**src/rtl/dbg_uart_bridge_if.sv**
```systemverilog
// Signal bundle between the debug UART bridge and its surroundings:
// UART byte stream, CPU reset and the SoC debug memory port.
interface dbg_uart_bridge_if;
    logic [7:0]  rx_data;
    logic        rx_valid;
    logic [7:0]  tx_data;
    logic        tx_start;
    logic        tx_busy;
    logic        cpu_n_reset;
    logic        dbg_mem_op;
    logic [3:0]  dbg_wren;
    logic [31:0] dbg_adr;
    logic [31:0] dbg_do;
    logic [31:0] dbg_di;

    modport master (
        input  rx_data, rx_valid, tx_busy, dbg_di,
        output tx_data, tx_start, cpu_n_reset, dbg_mem_op, dbg_wren, dbg_adr, dbg_do
    );

    modport slave (
        output rx_data, rx_valid, tx_busy, dbg_di,
        input  tx_data, tx_start, cpu_n_reset, dbg_mem_op, dbg_wren, dbg_adr, dbg_do
    );
endinterface

```
**src/rtl/dbg_uart_bridge.sv**
```systemverilog
// Host-side debug bridge: parses a UART command stream (W/R/H/G) and drives
// the SoC debug memory port and CPU reset, answering over the UART transmitter.
module dbg_uart_bridge #(
    parameter int unsigned MEM_CYCLES = 2,
    parameter int unsigned TIMEOUT    = 2000000,
    parameter bit          BOOT_HOLD  = 1'b1
) (
    input  logic              clk,
    input  logic              n_reset,
    dbg_uart_bridge_if.master bus
);
    localparam logic [7:0]  CMD_W     = 8'h57;
    localparam logic [7:0]  CMD_R     = 8'h52;
    localparam logic [7:0]  CMD_H     = 8'h48;
    localparam logic [7:0]  CMD_G     = 8'h47;
    localparam logic [7:0]  RSP_OK    = 8'h4B;
    localparam logic [7:0]  RSP_ERR   = 8'h3F;
    localparam logic [3:0]  MEM_LAST  = 4'(MEM_CYCLES - 1);
    localparam logic [31:0] IDLE_LAST = 32'(TIMEOUT - 1);

    typedef enum logic [2:0] {IDLE, ADDR, DATA, MEM, RESP} state_t;

    state_t      state;
    logic [1:0]  byte_cnt;
    logic [3:0]  mem_cnt;
    logic [31:0] idle_cnt;
    logic        is_write;
    logic [31:0] resp_sh;
    logic [2:0]  resp_left;
    logic [31:0] adr_sh;
    logic [31:0] data_sh;
    logic [31:0] adr_next;
    logic [31:0] data_next;

    // Operands arrive LSB first, so each byte enters at the top and shifts down.
    assign adr_next  = {bus.rx_data, adr_sh[31:8]};
    assign data_next = {bus.rx_data, data_sh[31:8]};

    always_ff @(posedge clk) begin
        if (bus.rx_valid && state == ADDR) adr_sh  <= adr_next;
        if (bus.rx_valid && state == DATA) data_sh <= data_next;
    end

    always_ff @(posedge clk or negedge n_reset) begin
        if (!n_reset) begin
            state           <= IDLE;
            byte_cnt        <= 2'd0;
            mem_cnt         <= 4'd0;
            idle_cnt        <= 32'd0;
            is_write        <= 1'b0;
            resp_sh         <= 32'd0;
            resp_left       <= 3'd0;
            bus.tx_start    <= 1'b0;
            bus.tx_data     <= 8'd0;
            bus.dbg_mem_op  <= 1'b0;
            bus.dbg_wren    <= 4'h0;
            bus.dbg_adr     <= 32'd0;
            bus.dbg_do      <= 32'd0;
            bus.cpu_n_reset <= !BOOT_HOLD;
        end else begin
            bus.tx_start <= 1'b0;
            case (state)
                IDLE: begin
                    if (bus.rx_valid) begin
                        byte_cnt <= 2'd0;
                        idle_cnt <= 32'd0;
                        case (bus.rx_data)
                            CMD_W: begin
                                is_write <= 1'b1;
                                state    <= ADDR;
                            end
                            CMD_R: begin
                                is_write <= 1'b0;
                                state    <= ADDR;
                            end
                            CMD_H: begin
                                bus.cpu_n_reset <= 1'b0;
                                resp_sh         <= {24'd0, RSP_OK};
                                resp_left       <= 3'd1;
                                state           <= RESP;
                            end
                            CMD_G: begin
                                bus.cpu_n_reset <= 1'b1;
                                resp_sh         <= {24'd0, RSP_OK};
                                resp_left       <= 3'd1;
                                state           <= RESP;
                            end
                            default: begin
                                resp_sh   <= {24'd0, RSP_ERR};
                                resp_left <= 3'd1;
                                state     <= RESP;
                            end
                        endcase
                    end
                end
                ADDR, DATA: begin
                    // A byte arriving in the expiry clock wins over the timeout.
                    if (bus.rx_valid) begin
                        idle_cnt <= 32'd0;
                        byte_cnt <= byte_cnt + 2'd1;
                        if (byte_cnt == 2'd3) begin
                            if (state == ADDR && is_write) begin
                                state <= DATA;
                            end else begin
                                state          <= MEM;
                                mem_cnt        <= 4'd0;
                                bus.dbg_mem_op <= 1'b1;
                                bus.dbg_wren   <= is_write ? 4'hF : 4'h0;
                                bus.dbg_adr    <= (state == ADDR) ? adr_next : adr_sh;
                                if (is_write) bus.dbg_do <= data_next;
                            end
                        end
                    end else if (idle_cnt == IDLE_LAST) begin
                        idle_cnt <= 32'd0;
                        state    <= IDLE;
                    end else begin
                        idle_cnt <= idle_cnt + 32'd1;
                    end
                end
                MEM: begin
                    if (mem_cnt == MEM_LAST) begin
                        bus.dbg_mem_op <= 1'b0;
                        bus.dbg_wren   <= 4'h0;
                        state          <= RESP;
                        if (is_write) begin
                            resp_sh   <= {24'd0, RSP_OK};
                            resp_left <= 3'd1;
                        end else begin
                            resp_sh   <= bus.dbg_di;
                            resp_left <= 3'd4;
                        end
                    end else begin
                        mem_cnt <= mem_cnt + 4'd1;
                    end
                end
                RESP: begin
                    // tx_start still high means the previous byte left only this clock.
                    if (!bus.tx_busy && !bus.tx_start) begin
                        bus.tx_start <= 1'b1;
                        bus.tx_data  <= resp_sh[7:0];
                        resp_sh      <= {8'd0, resp_sh[31:8]};
                        resp_left    <= resp_left - 3'd1;
                        if (resp_left == 3'd1) state <= IDLE;
                    end
                end
                default: state <= IDLE;
            endcase
        end
    end
endmodule

```
**src/flat_wrapper.sv**
```systemverilog
// flat-port wrapper written by rule: the top's interface ports become plain ports
module dbg_uart_bridge_flat 
#(
    parameter int unsigned MEM_CYCLES = 2,
    parameter int unsigned TIMEOUT    = 2000000,
    parameter bit          BOOT_HOLD  = 1'b1
)
  (clk, n_reset, bus_rx_data, bus_rx_valid, bus_tx_busy, bus_dbg_di, bus_tx_data, bus_tx_start, bus_cpu_n_reset, bus_dbg_mem_op, bus_dbg_wren, bus_dbg_adr, bus_dbg_do);
  dbg_uart_bridge_if bus_i ();
  input  logic clk;
  input  logic n_reset;
  input wire logic [$bits(bus_i.rx_data)-1:0] bus_rx_data;
  input wire logic [$bits(bus_i.rx_valid)-1:0] bus_rx_valid;
  input wire logic [$bits(bus_i.tx_busy)-1:0] bus_tx_busy;
  input wire logic [$bits(bus_i.dbg_di)-1:0] bus_dbg_di;
  output wire logic [$bits(bus_i.tx_data)-1:0] bus_tx_data;
  output wire logic [$bits(bus_i.tx_start)-1:0] bus_tx_start;
  output wire logic [$bits(bus_i.cpu_n_reset)-1:0] bus_cpu_n_reset;
  output wire logic [$bits(bus_i.dbg_mem_op)-1:0] bus_dbg_mem_op;
  output wire logic [$bits(bus_i.dbg_wren)-1:0] bus_dbg_wren;
  output wire logic [$bits(bus_i.dbg_adr)-1:0] bus_dbg_adr;
  output wire logic [$bits(bus_i.dbg_do)-1:0] bus_dbg_do;
  assign bus_i.rx_data = bus_rx_data;
  assign bus_i.rx_valid = bus_rx_valid;
  assign bus_i.tx_busy = bus_tx_busy;
  assign bus_i.dbg_di = bus_dbg_di;
  assign bus_tx_data = bus_i.tx_data;
  assign bus_tx_start = bus_i.tx_start;
  assign bus_cpu_n_reset = bus_i.cpu_n_reset;
  assign bus_dbg_mem_op = bus_i.dbg_mem_op;
  assign bus_dbg_wren = bus_i.dbg_wren;
  assign bus_dbg_adr = bus_i.dbg_adr;
  assign bus_dbg_do = bus_i.dbg_do;
  dbg_uart_bridge #(.MEM_CYCLES(MEM_CYCLES), .TIMEOUT(TIMEOUT), .BOOT_HOLD(BOOT_HOLD)) u_core (.clk(clk), .n_reset(n_reset), .bus(bus_i));
endmodule
```
**config.mk**
```make
export PLATFORM = sky130hd
export DESIGN_NAME = dbg_uart_bridge_flat
export DESIGN_NICKNAME = d
export VERILOG_FILES = /design/src/rtl/dbg_uart_bridge_if.sv /design/src/rtl/dbg_uart_bridge.sv /design/src/flat_wrapper.sv
export SDC_FILE = /design/constraint.sdc
export NUM_CORES = 1
export LEC_CHECK = 0
export BUFFER_PORTS_ARGS = -buffer_cell sky130_fd_sc_hd__buf_2
export CORE_AREA = 2 2 132 147
export CTS_CLUSTER_DIAMETER = 150
export CTS_CLUSTER_SIZE = 24
export DETAILED_ROUTE_END_ITERATION = 8
export DIE_AREA = 0 0 134 149
export PLACE_DENSITY = 0.68
export SYNTH_ARGS = -nofsm -noshare
export SYNTH_HDL_FRONTEND = slang
export SYNTH_SLANG_ARGS = --single-unit
```
**constraint.sdc**
```tcl
create_clock -name clk -period 5 [get_ports clk]
set_input_delay 0.5 -clock clk [delete_from_list [all_inputs] [get_ports clk]]
set_output_delay 0.5 -clock clk [all_outputs]
set_load 0.01 [all_outputs]
```
==> metrics.yaml <==
floorplan:
  die_w_um: 134
  core_um2: 18600
  pin_count: 123
  initial_core_util: 0.485
  rows: 53
  fp.dieArea_um2: 20000
  fp.dieH_um: 149
routing:
  drc: 0
  viasPerCell: 5.41
  drt-total-wl_mm: 17.8
  ant_nets: 0
  route.vias.total: 6033
  wl_per_cell_um: 15.9
  drt_iter0_markers: 424
  firstDrtPassIters: 8
synth:
  synth_nets: 816
  synth_edf_count: 56
  syn_inst: 766
  syn-cell-area_um2: 9040
  synthXorXnorAreaFrac: 0.0281
  synthTopCellsByCount: "dfrtp_1 (153), nor2_1 (69), nand2_1 (66), o21ai_0 (62), edfxtp_1 (56)"
  synth_compound_area_frac: 0.0929
  synthFlopType: "dfrtp_1"
  yosysMostFrequentCell: "dfrtp_1"
  ys_async_sr_fraction: 0.732
  synth_top_family_by_area: "simple AND/OR/NAND/NOR gates"
  synthTopCellsByArea: "dfrtp_1 (42%), edfxtp_1 (19%), mux2_4 (4.8%), mux2i_1 (3.5%), o21ai_0 (3.4%)"
  avgSynthCellArea_um2: 11.8
  ys_seq_area_frac: 0.610
  yosysUniqueCellTypes: 57
  post_synth_mux_area_share: 0.0936
  ys_warn_count: 0
  synth_simple_gate_area_share: 0.134
  synth_top_area_cell: "dfrtp_1"
  synthAdderAreaFrac: 0.00831
  ys_seq_elements: 209
  synth_top_area_share: 0.424
clock_tree:
  cts_hold_buf: 0
  clock_latency_ns: 0.46
  cts_buffer_depth: 3
  clock_sinks: 209
  clkTransAtPathRegs_ns: 0.10
  cts_root_buf: "clkbuf_16"
  post-cts-setup-buffer-count: 0
  ctsHtreeMaxLevel: 1
  numCtsBuffers: 12
  cts_resized: 0
  cts_tree: "built"
finish:
  nets: 912
  diodes: 0
  area_growth_pct: 12.3
  final_cells: 1115
  final_util: 0.545
  drive_gt1_frac: 0.225
placement:
  dp_slack_ns: 1.60
  gp_congestion: 0.842
  post-place-cells: 1095
  dp_hpwl_mm: 11.9
  port_buffers: 122
critical_path:
  worstSetupPathType: "reg -> reg"
  crit_start: "u_core.state[2]"
  crit_path_max_incr_delay_ns: 0.97
  cp_slowest_cell: "or2_2"
  r2r_start: "u_core.state[2]"
  rr_endpoint: "u_core.bus.dbg_do[0]"
  cp_num_buf_inv: 0
  cp_cell_sequence: "and3b_1 -> or3_2 -> or2_2 -> mux2_2"
  r2r_cells: 4
  rrSetupSlack_ns: 1.64
  cp.required_ns: 5.35
  cp.arrival_ns: 3.71
  worst_setup_path_end_kind: "flip-flop"
  worstSetupStartpointType: "flip-flop"
  crit_fanout: 66
  cp_top_family: "simple AND/OR/NAND/NOR gates"
timing:
  slew_headroom: 0.214
  worst_pin_slew_ns: 1.17
  period_needed_ns: 3.36
  fin_ws_ns: 1.64
  fmax_mhz: 298
  skew_ns: 0.00932
  rsz0062_at_grt: "false"
  hold_ws_ns: -0.00864
  timing.final.hold_violations: 11
  maxSlewViolCount: 0
  setup_tns_ns: 0
  setup_viol: 0
  post-route-period-util: 0.672
grt:
  grt_pass1_vias: 5805
  grt_max_degree: 69
  grt_pass1_wl_mm: 29.6
  grt_use_total: 0.180
  antenna_found_initial: 0
  gr-total-overflow: 0
run_status:
  outcome: "complete, but fails checks"
  violations: "hold timing"
min_path:
  min_path_type: "in -> async"
power_and_ir_drop:
  peakVddDrop_mv: 0.269
  cellPowerDensity_nw_per_um2: 482
  leakagePower_nw: 4.39
  fin_total_pwr_mw: 4.89
flow_run:
  maxCapViolCount: 0
-- how the worst max path moves through the flow --
| stage | to | slack [ns] | cells after the start |
|---|---|---|---|
| CTS | u_core.bus.dbg_do[31] | 1.61 | 4 |
| global route | u_core.bus.dbg_do[31] | 1.36 | 4 |
| floorplan | u_core.adr_sh[0] | 2.42 | 3 |
| detailed placement | u_core.bus.dbg_do[2] | 1.60 | 6 |
| global placement | u_core.bus.dbg_do[25] | 1.61 | 6 |
| finish | u_core.bus.dbg_do[0] | 1.64 | 4 |
-- cell type report --
type / count / area (µm²)
Tap cell: 247 / 309
Fill cell: 1612 / 8480
Timing Repair Buffer: 127 / 654
Sequential cell: 209 / 5510
Clock buffer: 19 / 348
Inverter: 20 / 75.1
Multi-Input combinational cell: 492 / 3250
Clock inverter: 1 / 8.76
-- layout by cell type (no fill, tap or decap), types with 22 or more instances in the layout --
cell type,n
nand2_1,66
a21oi_1,28
nor2_1,65
nand3_1,28
buf_2,121
mux2_4,29
edfxtp_1,56
nor3_1,22
dfrtp_1,153
o21ai_0,62
mux2i_1,32
-- through the flow --
step                hold slack [ns]  area (µm²)
finish                     -0.00864       10200
global route                 0.0203       10200
CTS                         0.00954       10200
detailed placement            0.435        9800
global placement              0.429        9800
floorplan                     0.204        9040
-- flip-flops by register name, indices dropped and copies added (netlist names), 2 cells and up --
name	flops
u_core.state	3
u_core.resp_sh	32
u_core.adr_sh	32
u_core.data_sh	24
u_core.bus.dbg_adr	32
u_core.idle_cnt	32
u_core.bus.tx_data	8
u_core.mem_cnt	4
u_core.byte_cnt	2
u_core.resp_left	3
u_core.bus.dbg_do	32
-- routing by layer --
metal	GRT usage	wire (µm)
met4	0.0394	205
met2	0.294	8350
met5	0	0
met3	0.0265	908
met1	0.258	8300
-- power by group --
| group | switching, mW | total [mW] | internal, mW |
|---|---|---|---|
| registers | 0.268 | 2.43 | 2.17 |
| clock network | 0.528 | 1.02 | 0.488 |
| logic | 0.815 | 1.44 | 0.625 |
-- cell families (layout without fill, tap and decap cells) --
| group | after synthesis | in the layout |
|---|---|---|
| fa+ha+maj | 6 | 6 |
| compound gates | 138 | 138 |
| mux | 69 | 69 |
| buf+inv | 65 | 167 |
| xor+xnor | 29 | 29 |
| flops | 209 | 209 |
| simple gates | 250 | 250 |
-- worst register-to-register path, delay by kind of cell, from the launching register on --
family | cells | cell delay [ns]
DFF | 1 | 0.57
muxes | 1 | 0.45
and+or+nand+nor | 3 | 2.23
Note: power is estimated with default switching activity, not from simulation.
